$ cat src/rtl/fx2_in_arbiter.sv
// Shares the FX2 IN byte stream between samples and command replies; replies win at boundaries, samples go in bounded bursts.
// 0-cycle combinational byte path; out_ack backpressure reaches only the granted source; PKTEND is requested to commit short packets.
module fx2_in_arbiter #(
  parameter int BURST_LEN    = 64,
  parameter int PKT_SIZE     = 512,
  parameter int FLUSH_CYCLES = 4096
) (
  input  logic       fx2_clk,
  input  logic       reset,
  input  logic [7:0] sample,
  input  logic       sample_rdy,
  output logic       sample_ack,
  input  logic [7:0] reply,
  input  logic       reply_rdy,
  input  logic       reply_end,
  output logic       reply_ack,
  output logic [7:0] out_data,
  output logic       out_rdy,
  input  logic       out_ack,
  output logic       out_pktend,
  input  logic       out_pktend_ack,
  output logic       busy
);

  localparam int PW = $clog2(PKT_SIZE);
  localparam int BW = $clog2(BURST_LEN + 1);
  localparam int IW = $clog2(FLUSH_CYCLES + 1);

  typedef enum logic [2:0] {
    ST_IDLE,
    ST_SAMPLE,
    ST_REPLY,
    ST_PKTEND_PRE,
    ST_PKTEND_POST,
    ST_PKTEND_IDLE
  } state_t;

  state_t        state_q, state_d;
  logic [PW-1:0] pkt_cnt_q, pkt_cnt_d;
  logic [BW-1:0] burst_cnt_q, burst_cnt_d;
  logic [IW-1:0] idle_cnt_q, idle_cnt_d;
  logic          last_sample_q, last_sample_d;
  logic          xfer;
  logic [PW-1:0] pkt_inc;

  // PKT_SIZE is a power of two, so the natural wrap of pkt_inc is the packet wrap.
  assign pkt_inc = pkt_cnt_q + 1'b1;

  always_comb begin
    out_rdy    = 1'b0;
    out_data   = 8'h00;
    out_pktend = 1'b0;
    case (state_q)
      ST_SAMPLE: begin
        out_rdy  = sample_rdy;
        out_data = sample;
      end
      ST_REPLY: begin
        out_rdy  = reply_rdy;
        out_data = reply;
      end
      ST_PKTEND_PRE, ST_PKTEND_POST, ST_PKTEND_IDLE: out_pktend = 1'b1;
      default: ;
    endcase
    if (reset) begin
      out_rdy    = 1'b0;
      out_pktend = 1'b0;
    end
  end

  assign xfer       = out_rdy & out_ack;
  assign sample_ack = xfer & (state_q == ST_SAMPLE);
  assign reply_ack  = xfer & (state_q == ST_REPLY);
  assign busy       = (state_q != ST_IDLE) & ~reset;

  always_comb begin
    state_d       = state_q;
    pkt_cnt_d     = xfer ? pkt_inc : pkt_cnt_q;
    burst_cnt_d   = burst_cnt_q;
    idle_cnt_d    = '0;
    last_sample_d = last_sample_q;
    case (state_q)
      ST_IDLE: begin
        if (reply_rdy) begin
          // Partial sample data must be committed before the reply lands in the packet.
          state_d       = (pkt_cnt_q != '0 && last_sample_q) ? ST_PKTEND_PRE : ST_REPLY;
          last_sample_d = 1'b0;
        end else if (sample_rdy) begin
          state_d       = ST_SAMPLE;
          burst_cnt_d   = '0;
          last_sample_d = 1'b1;
        end else if (pkt_cnt_q != '0) begin
          if (idle_cnt_q == IW'(FLUSH_CYCLES - 1)) begin
            state_d = ST_PKTEND_IDLE;
          end else begin
            idle_cnt_d = idle_cnt_q + 1'b1;
          end
        end
      end
      ST_SAMPLE: begin
        if (xfer) begin
          burst_cnt_d = burst_cnt_q + 1'b1;
          if (burst_cnt_q == BW'(BURST_LEN - 1)) begin
            state_d = ST_IDLE;
          end
        end else if (!sample_rdy) begin
          state_d = ST_IDLE;
        end
      end
      ST_REPLY: begin
        if (xfer && reply_end) begin
          state_d = (pkt_inc == '0) ? ST_IDLE : ST_PKTEND_POST;
        end
      end
      ST_PKTEND_PRE: begin
        if (out_pktend_ack) begin
          pkt_cnt_d = '0;
          state_d   = ST_REPLY;
        end
      end
      ST_PKTEND_POST, ST_PKTEND_IDLE: begin
        if (out_pktend_ack) begin
          pkt_cnt_d = '0;
          state_d   = ST_IDLE;
        end
      end
      default: state_d = ST_IDLE;
    endcase
  end

  always_ff @(posedge fx2_clk) begin
    if (reset) begin
      state_q       <= ST_IDLE;
      pkt_cnt_q     <= '0;
      burst_cnt_q   <= '0;
      idle_cnt_q    <= '0;
      last_sample_q <= 1'b0;
    end else begin
      state_q       <= state_d;
      pkt_cnt_q     <= pkt_cnt_d;
      burst_cnt_q   <= burst_cnt_d;
      idle_cnt_q    <= idle_cnt_d;
      last_sample_q <= last_sample_d;
    end
  end

endmodule

$ cat config.mk
export PLATFORM = sky130hd
export DESIGN_NAME = fx2_in_arbiter
export DESIGN_NICKNAME = d
export VERILOG_FILES = /design/src/rtl/fx2_in_arbiter.sv
export SDC_FILE = /design/constraint.sdc
export NUM_CORES = 1
export LEC_CHECK = 0
export BUFFER_PORTS_ARGS = -buffer_cell sky130_fd_sc_hd__buf_4
export CAP_MARGIN = 20
export CORE_MARGIN = 2
export CORE_UTILIZATION = 45
export CTS_CLUSTER_DIAMETER = 80
export DETAILED_ROUTE_END_ITERATION = 8
export GPL_ROUTABILITY_DRIVEN = 0
export PLACE_DENSITY_LB_ADDON = 0.15
export SLEW_MARGIN = 20
export SYNTH_ARGS = -nofsm -noshare
export SYNTH_HDL_FRONTEND = slang
export SYNTH_SLANG_ARGS = --single-unit
$ cat constraint.sdc
create_clock -name fx2_clk -period 3.2 [get_ports fx2_clk]
set_input_delay 0.48 -clock fx2_clk [delete_from_list [all_inputs] [get_ports fx2_clk]]
set_output_delay 0.48 -clock fx2_clk [all_outputs]
set_load 0.01 [all_outputs]
* Yosys cells after proc, flatten, opt, wreduce, memory -nomap -nowiden
Cells that the tools add are included.
** Operators by class
- $add $sub $neg :: 3
- Muxes and demuxes :: 27
- Bitwise operators :: 7
- Reductions and logical operators :: 14
- Equality and inequality tests :: 17
** Operators with widths (count)
- $mux 3 :: 11
- $mux 9 :: 3
- $mux 7 :: 3
- $pmux 8 s2 :: 1
- $pmux 3 s5 :: 1
- $pmux 7 s2 :: 1
- $add 13x1->13 const B :: 1
- $eq 13x12->1 const B :: 1
- $ne 2x2->1 const B :: 5
- $add 9x1->9 const B :: 1
- $logic_not 9->1 :: 1
- $reduce_bool 9->1 :: 1
- $ne 4x4->1 const B :: 2
- $add 7x1->7 const B :: 1
- $eq 7x6->1 const B :: 1
- $reduce_and 7->1 :: 1
- $eq 3x2->1 const B :: 2
- $eq 3x3->1 const B :: 2
- $mux 1 :: 6
- $reduce_or 6->1 :: 1
- $and 1x1->1 :: 4
- $reduce_and 4->1 :: 1
- $reduce_bool 2->1 :: 2
- $eq 3x1->1 const B :: 1
- other kinds (11) :: 14
** Storage, ports and cells
- Output and inout bits :: 13
- Flip-flop bits (word level) :: 33
- Logic and storage cells :: 73
- Bits of input ports :: 23

* Depth between registers and ports, before layout
Gate-level depths: netlist (run 1).
- Depth after elaboration :: 7
- Depth in mapped cells :: 7
- Mapped depth without buffers :: 6

* Least setup slack after synthesis (run 1)
No wires, ideal clock.
- Kind :: in2out
- From :: in sample_rdy
- To :: out reply_ack
- Buffers on the path :: 2
- Cell stages on the path :: 5
- Required time :: 2.720 ns
- Setup slack :: 1.182 ns
- Arrival time :: 1.538 ns
- Cells stage by stage :: clkbuf_1 > nand3b_1 > a211o_1 > buf_6 > nor3_1
** On the way
- Word-level cells in the longest chain between the ends :: 4
** RTL lines
- start: declaration :: line 11 : input logic sample_rdy,
- $pmux 1 s2 :: line 53 : case (state_q)
- $mux 1 :: line 65 : if (reset) begin
- $and 1x1->1 :: line 71 : assign xfer = out_rdy & out_ack;
- $and 1x1->1 :: line 73 : assign reply_ack = xfer & (state_q == ST_REPLY);
- end: declaration :: line 16 : output logic reply_ack,
No other way between the ends.

* Worst setup path in the final report (run 1)
- From :: reg state_q[0]
- To :: out reply_ack
** On the way
- Word-level cells in the longest chain between the ends :: 5
- Elaborated cells on any way between the ends :: 6
- Classes of those cells :: eq/ne: 2; mux: 2; bitwise: 2
** RTL lines
- start: declaration :: line 38 : state_t state_q, state_d;
- start signal: assignment :: line 139 : state_q <= state_d;
- $eq 3x2->1 or $eq 3x1->1 (tied branches) :: line 53, 73
- $pmux 1 s2 :: line 53
- $mux 1 :: line 65
- $and 1x1->1 :: line 71
- $and 1x1->1 (*) :: line 73
Mark *: on every way between the ends. The rest lies on a longest branch, timed or not.

==> flow_summary.rst, run 1 <==
.. list-table::
   :header-rows: 1

   * - Metric
     - Value
   * - Run status
     - complete, no violations
   * - Most frequent standard cell in the layout excluding fill and tap cells
     - buf_4
   * - Number of instances in the synthesized netlist
     - 242
   * - Net load switching power
     - between 0.0002 and 0.00025 W
   * - Final critical-path required period
     - roughly 2.3 ns
   * - Fraction of the yosys area taken by sequential cells
     - about 34%
   * - Fin Setup TNS
     - 0 ns
   * - Detailed placer's ending HPWL
     - a little over 3000 um
   * - Leading post-synthesis cells by cell area
     - dfxtp_1, nor2_1, xnor2_1
   * - Synthesized area divided by synthesized cell count
     - approximately 8.1 um^2
   * - Remaining global-route overflow
     - 0
   * - Met1 Resource Use GR
     - 24.4%
   * - # hold bufs at CTS
     - 0
   * - Fraction of layout cells with a size suffix above 1
     - 17.9%
   * - Maximum net fanout on the critical path
     - 14
   * - Clock insertion delay at the later pin of the skew report
     - between 0.2 and 0.3 ns
   * - # resized after CTS
     - 0
   * - Max transition margin
     - a little under half
   * - H-tree depth
     - 2
   * - Die footprint
     - 0.00492 mm^2
   * - Final #Nets
     - 300
   * - Count of cells along the worst register-to-register path
     - 4
   * - Internal power
     - 0.000716 W
   * - Detailed-router iteration count before antenna repair
     - 4
   * - Slew of the pin with the lowest slew margin
     - ~0.8 ns
   * - Leakage
     - about 0.84 nW
   * - Power density relative to cell area
     - roughly 410 mW/mm^2
   * - Vias after detailed routing
     - between 1500 and 2000
   * - Sw Share
     - approximately 25%
   * - Maximum number of pins on one net before global-route repair
     - 21
   * - Final-report max-slew violation count
     - 0
   * - First-pass GRT wire length
     - between 7000 and 8000 um
   * - Overall die width
     - between 70 and 80 um
   * - First DRT Iteration DRCs
     - about 120
   * - DIE HEIGHT
     - around 70 um
   * - Fin util
     - roughly 54%
   * - Final Cycle Share
     - a little over 70%
   * - MaxCap Viol Count
     - 0
   * - Final setup vio count
     - 0
   * - Maximum vdd ir drop
     - ~0.22 mV
   * - Count of cell types in the netlist
     - 52
   * - Vias per cell
     - 5.58
   * - Worst Setup End Kind
     - output pin
   * - Total global routing track utilization
     - a little under a fifth
   * - Hold/Removal Path Class
     - in -> reg
   * - Root Buffer Master
     - clkbuf_8
   * - Cell area after technology mapping
     - between 0.0015 and 0.002 mm^2
   * - Layer with the highest usage
     - met2
   * - Number of ports placed on the die boundary
     - 36
   * - Layout-stage area growth over the synthesis result
     - 18.8%
   * - Routed wire length per instance
     - between 10 and 15 um
   * - Hold depth
     - 2
   * - Vias in the first global route
     - between 1500 and 2000
   * - Antenna fix cells
     - 0
   * - CTS tree
     - built
   * - Relative contribution of the clock network to total power
     - 39.1%
   * - Number of buffers on the longest clock path
     - 2
   * - Crit Path Class
     - reg -> out
   * - Top library cells by usage in the layout, fill and taps aside
     - buf_4, nor2_1, dfxtp_1, a21oi_1, nand3_1
   * - Number of standard-cell rows in the floorplan
     - 24
   * - Type of origin of the critical path
     - register
   * - Total chip power
     - around 0.00095 W
   * - Worst Hold Margin
     - 0.430 ns
   * - Clock edge transition at the registers on the reported setup and hold paths
     - roughly 0.070 ns
   * - Post-CTS Setup Repair Bufs
     - 0
   * - Data arrival time at the worst-slack endpoint
     - ~1.8 ns
   * - Wire length after detailed routing
     - 4190 um
   * - Starting density of the core
     - between 40% and 50%
   * - Post-route clock skew
     - approximately 0.0045 ns
   * - Most used flip-flop cell after synthesis
     - dfxtp_1
   * - Antenna violations before repair
     - 0
   * - Setup repair after global routing missed its margin
     - false
   * - Core region area
     - 0.00429 mm^2
   * - Clock sinks
     - 33
   * - GR met3 Demand/Resource
     - ~4.2%
   * - Combinational Power Share
     - approximately 16%
   * - Number of design rule violations left after detail routing
     - 0
   * - Post-synth EDFFs
     - 0
   * - Critical Path RT
     - ~2.7 ns
   * - Port-buffer cells
     - 35
   * - Layout Cells excl Fill
     - about 330
   * - Final Hold Vio Count
     - 0
   * - Number of buffers inserted during clock tree synthesis
     - 5
   * - Async set-or-reset flop fraction in the synthesized netlist
     - 0%
   * - Share of Yosys cell area claimed by the top area cell type
     - 33.6%
   * - Syn nets
     - 269
   * - Number of warnings printed during yosys synthesis
     - 0
   * - Reg power frac
     - approximately 45%
   * - Number of antenna-violating nets in the routed design
     - 0
   * - Synthesis-stage register bit count
     - 33
   * - Achievable frequency
     - 432 MHz
   * - Met2 demand-to-capacity share in global routing
     - 29.9%
   * - Post-synth top area cell
     - dfxtp_1
   * - Total instance count after detailed placement
     - between 300 and 400
==> synth_stat cells, types with 3 or more instances <==
cell       n
xor2_1     4
nor3_1     3
a22oi_1    9
nand2b_1   7
ha_1       4
a211oi_1   4
inv_1      9
xnor2_1    8
clkbuf_1   6
nand2_1   11
a21boi_0   4
nand4_1    8
o311ai_0   3
nor2_1    33
or4_1      7
o31ai_1    7
o21ai_0    8
dfxtp_1   33
nor4_1     3
a21oi_1   13
or3_1      7
nand3_1   12
==> per-stage QoR <==
step,worst slack [ns],instance area (um^2)
after floorplan,1.18,1970
after global placement,1.11,2230
after detailed placement,1.10,2230
after CTS,0.867,2340
after global routing,0.630,2340
final,0.888,2340
==> cells by family (layout without fill, tap and decap cells) <==
family / Yosys count / in the layout / share of synthesized area, %
AND/OR/NAND/NOR: 110 / 110 / 31.4
AO/OA/AOI/OAI: 61 / 61 / 21.1
flip-flops: 33 / 33 / 33.6
buffers and inverters: 20 / 51 / 4.90
XOR/XNOR: 12 / 12 / 5.34
adder cells (fa/ha/maj): 4 / 4 / 2.54
multiplexers: 2 / 2 / 1.08
==> critical path, stage by stage (launching register included) <==
cell	delay, ns
dfxtp_1	0.57
nand3b_1	0.19
a211o_1	0.45
nor3_1	0.19
buf_4	0.15
==> layer usage <==
layer	routed length, um	up-vias
met5	0	-
met4	42	0
met3	138	4
met2	1990	29
met1	2020	819
li1	-	960
==> power by group through the flow <==
stage / registers (W) / clock network (W) / logic [W]
floorplan: 0.000431 / 0 / 0.000104
finish: 0.000430 / 0.000373 / 0.000151
global route: 0.000432 / 0.000400 / 0.000170
global placement: 0.000440 / 0 / 0.000151
CTS: 0.000430 / 0.000387 / 0.000152
detailed placement: 0.000439 / 0 / 0.000152
==> cell type report <==
| cell class | instances | area (um^2) |
|---|---|---|
| fill | 430 | 1960 |
| multi-input combinational | 189 | 1210 |
| sequential | 33 | 661 |
| timing repair buffer | 35 | 263 |
| clock buffer | 5 | 68.8 |
| tap | 52 | 65.1 |
| clock inverter | 2 | 35.0 |
| inverter | 9 | 33.8 |
==> sequential cells by signal, summed over array words and instances (netlist names) <==
signal         count
state_q            3
pkt_cnt_q          9
burst_cnt_q        7
last_sample_q      1
idle_cnt_q        13
==> worst paths after layout <==
kind                        from              to  slack (ns)
setup reg to reg      state_q[0]  burst_cnt_q[6]        1.11
setup / recovery      state_q[0]       reply_ack        0.89
hold reg to reg   idle_cnt_q[12]  idle_cnt_q[12]        0.45
hold / removal         reply_rdy   last_sample_q        0.43
Power figures use the tool's default switching activity.
==> run 2: changes to the inputs <==
clock period = 2.1 ns   (was 3.2 ns; I/O delays follow)
==> run 2 against run 1 <==
Total power rose by 56%; flip-flop and latch count did not move; hold slack got worse by 0.19 ns; register-to-register slack got worse by 0.89 ns; die area did not move; count of clock-buffer cells in the layout did not move; via count rose by 3.8%; sequential power rose by 53%; cell area rose by 4.0%; global-route usage rose by 0.86 points; final cell count rose by 3.4%; sequential share of layout area fell by 0.99 points; critical path type unchanged; highest routed layer unchanged.
==> flow_summary.rst, run 2 (synthesis gave the netlist of run 1 again) <==
.. list-table::
   :header-rows: 1

   * - Metric
     - Value
   * - Run status
     - complete, no violations
   * - Worst-case setup margin in the final layout
     - ~0.049 ns
   * - Final setup vio count
     - 0
   * - Total global routing track utilization
     - between 10% and 20%
   * - MaxCap Viol Count
     - 0
   * - Final Hold Vio Count
     - 0
   * - Minimum setup slack after placement
     - 0.149 ns
   * - Number of design rule violations left after detail routing
     - 0
   * - Sw Share
     - between 20% and 30%
   * - Leakage
     - between 0.8 and 0.9 nW
   * - Root Buffer Master
     - clkbuf_8
   * - Clock sinks
     - 33
   * - Remaining global-route overflow
     - 0
   * - Worst flop-to-flop path endpoint
     - burst_cnt_q[6]
   * - Slew of the pin with the lowest slew margin
     - 0.817 ns
   * - Final #Nets
     - about 310
   * - Starting density of the core
     - a little under half
   * - Achievable frequency
     - 488 MHz
   * - Worst Setup End Kind
     - output pin
   * - Hold depth
     - 2
   * - Clock edge transition at the registers on the reported setup and hold paths
     - about 0.07 ns
   * - Maximum vdd ir drop
     - 0.300 mV
   * - Number of buffers on the longest clock path
     - 2
   * - DIE HEIGHT
     - between 70 and 80 um
   * - Type of origin of the critical path
     - register
   * - H-tree depth
     - 2
   * - Final-report max-slew violation count
     - 0
   * - Number of standard-cell rows in the floorplan
     - 24
   * - Antenna fix cells
     - 0
   * - Combinational Power Share
     - 17.1%
   * - Detailed placer's ending HPWL
     - roughly 3200 um
   * - Number of buffers inserted during clock tree synthesis
     - 5
   * - Layer with the highest usage
     - met2
   * - Top library cells by usage in the layout, fill and taps aside
     - buf_4, nor2_1, dfxtp_1, a21oi_1, nand3_1
   * - Crit Path Class
     - reg -> out
   * - Maximum single-stage delay on the critical path
     - about 0.42 ns
   * - Count of cells along the worst register-to-register path
     - 4
   * - Critical Path RT
     - 1.78 ns
   * - Vias after detailed routing
     - ~1900
   * - Data arrival time at the worst-slack endpoint
     - between 1.5 and 2 ns
   * - List of cells traversed by the critical path
     - nand3b_1 -> a211o_4 -> nor3_1 -> buf_4
   * - Hold path startpoint
     - reset
   * - Fraction of layout cells with a size suffix above 1
     - between 20% and 30%
   * - Clock insertion delay at the later pin of the skew report
     - approximately 0.29 ns
   * - Most frequent standard cell in the layout excluding fill and tap cells
     - buf_4
   * - Total chip power
     - about 0.0015 W
   * - Port-buffer cells
     - 35
   * - Power density relative to cell area
     - between 600 and 700 mW/mm^2
   * - Number of ports placed on the die boundary
     - 36
   * - Worst Hold Margin
     - around 0.24 ns
   * - Max transition margin
     - between 40% and 50%
   * - Largest Register
     - idle_cnt_q
   * - Worst reg2reg path startpoint
     - state_q[2]
   * - # hold bufs at CTS
     - 0
   * - Met1 Resource Use GR
     - between 20% and 30%
   * - CTS tree
     - built
   * - Detailed-router iteration count before antenna repair
     - 5
   * - Maximum number of pins on one net before global-route repair
     - 15
   * - Final critical-path required period
     - 2.05 ns
   * - First-pass GRT wire length
     - between 7000 and 8000 um
   * - GR met3 Demand/Resource
     - ~5.1%
   * - Vias per cell
     - approximately 5.6
   * - Post-route clock skew
     - ~0.0047 ns
   * - Wire length after detailed routing
     - about 4400 um
   * - Met2 demand-to-capacity share in global routing
     - between 30% and 40%
   * - Core region area
     - 0.00429 mm^2
   * - Routed wire length per instance
     - 13.2 um
   * - Vias in the first global route
     - around 1700
   * - Max reg flops
     - 13
   * - Overall die width
     - approximately 70 um
   * - Register-to-Register Setup Slack
     - roughly 0.22 ns
   * - Die footprint
     - 0.00492 mm^2
   * - Relative contribution of the clock network to total power
     - between 30% and 40%
   * - First DRT Iteration DRCs
     - 89
   * - Internal power
     - approximately 0.0011 W
   * - Net load switching power
     - around 0.00038 W
   * - Antenna violations before repair
     - 0
   * - CP max-delay cell
     - a211o_4
   * - Reg power frac
     - a little over two fifths
   * - Maximum net fanout on the critical path
     - 14
   * - Final Cycle Share
     - between 90% and 100%
   * - Worst hold endpoint
     - burst_cnt_q[0]
   * - Layout-stage area growth over the synthesis result
     - 23.5%
   * - Number of antenna-violating nets in the routed design
     - 0
   * - Largest registers
     - idle_cnt_q: 13 flops, pkt_cnt_q: 9 flops, burst_cnt_q: 7 flops
   * - Hold/Removal Path Class
     - in -> reg
[run 2: cell types whose count changed in the layout (fill, tap and decap cells not counted), sizes merged]
cell / before / now
buf: 35 / 46
[run 2: what timing repair did]
action	CTS	global route
gates resized for setup	3	1
endpoints found under the setup margin	1	1
setup buffers	0	2
[run 2: worst max-delay path by stage]
stage / from / to / slack [ns] / depth (start not counted)
after detailed placement: state_q[1] / pkt_cnt_q[7] / 0.15 / 4
after CTS: state_q[1] / reply_ack / 0.03 / 4
after global placement: state_q[0] / pkt_cnt_q[7] / 0.21 / 4
after global routing: state_q[0] / reply_ack / -0.01 / 4
final: state_q[1] / reply_ack / 0.05 / 4
after floorplan: state_q[1] / reply_ack / 0.41 / 5
[run 2: cell type report]
| class | count | area, um^2 |
|---|---|---|
| Clock buffer | 5 | 68.8 |
| Clock inverter | 2 | 35.0 |
| Fill cell | 422 | 1860 |
| Inverter | 9 | 33.8 |
| Multi-Input combinational cell | 189 | 1220 |
| Sequential cell | 33 | 663 |
| Tap cell | 52 | 65.1 |
| Timing Repair Buffer | 46 | 345 |
[run 2: power by group through the flow]
stage          Sequential, W  Clock [W]  Combinational, W
6_report            0.000656   0.000579          0.000254
5_1_grt             0.000658   0.000617          0.000282
4_1_cts             0.000655   0.000596          0.000250
3_5_place_dp        0.000668          0          0.000248
3_3_place_gp        0.000667          0          0.000246
2_1_floorplan       0.000657          0          0.000158
[run 2: stage by stage]
step / TNS [ns] / instances / instance area (um^2) / utilization [%]
2_1_floorplan: 0 / 242 / 1970 / -
3_3_place_gp: 0 / 327 / 2300 / 53.6
3_5_place_dp: 0 / 327 / 2300 / 53.6
4_1_cts: 0 / 334 / 2410 / 56.1
5_1_grt: -0.0143 / 336 / 2430 / 56.6
6_report: 0 / 336 / 2430 / 56.6
[run 2: metal layers]
layer  routed length, um  vias to the layer above
li1                    -                      987
met1                2190                      865
met2                2030                       22
met3                 143                        7
met4                  62                        0
met5                   0                        -
[run 2: critical path: cells and delay by family, from the launching register on]
family,cells,cell delay [ns]
buffers and inverters,1,0.17
DFF,1,0.40
and+or+nand+nor,2,0.47
AOI/OAI and AO/OA,1,0.42
==> run 3: changes to the inputs <==
CORE_UTILIZATION = 40   (was 45)
SETUP_SLACK_MARGIN = 0.3   (was not set)
==> run 3 against run 2 <==
Register-to-register slack better by 0.10 ns; hold slack lost 0.00051 ns; worst setup slack improved by 0.23 ns; critical path type unchanged.
==> flow_summary.rst, run 3 (synthesis gave the netlist of run 1 again) <==
.. list-table::
   :header-rows: 1

   * - Metric
     - Value
   * - CTS tree
     - built
   * - Slew of the pin with the lowest slew margin
     - 0.516 ns
   * - Antenna violations before repair
     - 0
   * - Data arrival time at the worst-slack endpoint
     - ~1.5 ns
   * - Maximum vdd ir drop
     - roughly 0.43 mV
   * - Max transition margin
     - between 60% and 70%
   * - Critical Path RT
     - 1.78 ns
   * - Largest delay share family, worst path
     - flip-flops
   * - Total chip power
     - between 0.0015 and 0.002 W
   * - First DRT Iteration DRCs
     - 95
   * - Number of standard-cell rows in the floorplan
     - 25
   * - Count of cells along the worst register-to-register path
     - 6
   * - Clock edge transition at the registers on the reported setup and hold paths
     - 0.08 ns
   * - Largest Register
     - idle_cnt_q
   * - Hold depth
     - 2
   * - Number of buffers on the longest clock path
     - 2
   * - Final setup vio count
     - 0
   * - Final Cycle Share
     - 86.7%
   * - Vias after detailed routing
     - around 1900
   * - Largest registers
     - idle_cnt_q: 13 flops, pkt_cnt_q: 9 flops, burst_cnt_q: 7 flops
   * - Clock sinks
     - 33
   * - Clock insertion delay at the later pin of the skew report
     - ~0.29 ns
   * - Power density relative to cell area
     - approximately 600 mW/mm^2
   * - # hold bufs at CTS
     - 0
   * - Layout-stage area growth over the synthesis result
     - 32.5%
   * - Die footprint
     - about 0.0055 mm^2
   * - Leakage
     - about 0.95 nW
   * - Port-buffer cells
     - 35
   * - Final Hold Vio Count
     - 0
   * - Levels on crit path
     - 5
   * - Fraction of layout cells with a size suffix above 1
     - just under 30%
   * - Vias in the first global route
     - around 1700
   * - DIE HEIGHT
     - between 70 and 80 um
   * - List of cells traversed by the critical path
     - buf_6 -> nand3b_4 -> a211o_4 -> nor3_2 -> buf_4
   * - Remaining global-route overflow
     - 0
   * - Overall die width
     - 74.1 um
   * - Max reg flops
     - 13
   * - Setup repair after global routing missed its margin
     - true
   * - Crit Path Class
     - reg -> out
   * - Core region area
     - ~0.0047 mm^2
   * - Worst Setup End Kind
     - output pin
   * - Root Buffer Master
     - clkbuf_8
   * - Detailed-router iteration count before antenna repair
     - 4
   * - Number of ports placed on the die boundary
     - 36
   * - First-pass GRT wire length
     - between 7000 and 8000 um
   * - Maximum single-stage delay on the critical path
     - 0.39 ns
   * - H-tree depth
     - 2
   * - Number of design rule violations left after detail routing
     - 0
   * - Maximum number of pins on one net before global-route repair
     - 13
   * - Run status
     - complete, no violations
   * - Achievable frequency
     - 549 MHz
   * - Number of antenna-violating nets in the routed design
     - 0
   * - Starting density of the core
     - between 40% and 50%
   * - Antenna fix cells
     - 0
   * - Type of origin of the critical path
     - register
   * - Post-route clock skew
     - 0.00988 ns
   * - CP max-delay cell
     - dfxtp_4
   * - Final #Nets
     - ~320
   * - Routed wire length per instance
     - approximately 13 um
   * - Number of buffers inserted during clock tree synthesis
     - 5
   * - Top library cells by usage in the layout, fill and taps aside
     - buf_4, nor2_1, dfxtp_1, nand3_1, nand2_1
   * - Total global routing track utilization
     - 18.1%
   * - MaxCap Viol Count
     - 0
   * - Number of buffers and inverters on the critical path
     - 2
   * - Wire length after detailed routing
     - between 4000 and 5000 um
   * - Number of fill cells
     - 437
   * - Most frequent standard cell in the layout excluding fill and tap cells
     - buf_4
   * - Final-report max-slew violation count
     - 0
   * - Hold/Removal Path Class
     - in -> reg
   * - Fin Setup TNS
     - 0 ns
   * - Maximum net fanout on the critical path
     - 6
   * - Final critical-path required period
     - 1.82 ns
   * - Detailed placer's ending HPWL
     - 3360 um
   * - Vias per cell
     - approximately 5.4
==> run 3: cell count changes in the layout (fill, tap and decap cells not counted), sizes merged <==
cell,previous run,this run
buf,46,52
clkinv,1,0
clkbuf,5,8
==> run 3: timing repair <==
action | CTS | global route
endpoints found under the setup margin | 30 | 31
gates resized for setup | 10 | 16
pin swaps | 2 | 10
gates cloned | 0 | 1
endpoints found under the hold margin | 0 | 0
setup buffers | 5 | 1
==> run 3: path summary, 6_finish.rpt <==
check                              startpoint        endpoint  slack [ns]
worst max-delay path               state_q[1]       reply_ack        0.28
worst min-delay path                    reset  burst_cnt_q[0]        0.24
worst max register to register     state_q[1]    pkt_cnt_q[8]        0.32
worst min register to register  idle_cnt_q[0]   idle_cnt_q[0]        0.44
==> run 3: final cells by class <==
class                   count  area [um^2]  area share (%)
inverters                   9         33.8            1.30
well taps                  67         83.8            3.22
flip-flops and latches     33          672            25.8
clock inverters             1         30.0            1.15
repair buffers             53          427            16.4
clock buffers               7         86.3            3.31
multi-input cells         189         1270            48.9
==> run 3: power by group <==
group	leakage, nW	internal [W]	switching [W]	total [W]
clock network	0.0585	0.000387	0.000239	0.000626
registers	0.269	0.000635	0.0000154	0.000651
logic	0.625	0.000145	0.000136	0.000281
total	0.953	0.00117	0.000391	0.00156
==> run 3: metal layers <==
metal	vias to the layer above	global-route usage [%]	part of all wire, %
met4	0	4.24	0.84
li1	994	-	-
met3	4	5.69	4.7
met1	887	25.2	50
met5	-	0	0
met2	40	27.3	45
==> run 3: metrics by stage <==
stage | utilization (%) | worst slack, ns | instances | hold WS, ns | area, um^2
2_1_floorplan | - | 0.406 | 242 | 0.412 | 1970
3_3_place_gp | 49.4 | 0.199 | 344 | 0.433 | 2330
3_5_place_dp | 49.4 | 0.146 | 344 | 0.440 | 2330
4_1_cts | 53.3 | 0.293 | 357 | 0.222 | 2520
5_1_grt | 55.2 | 0.202 | 359 | 0.219 | 2610
6_report | 55.2 | 0.278 | 359 | 0.236 | 2610
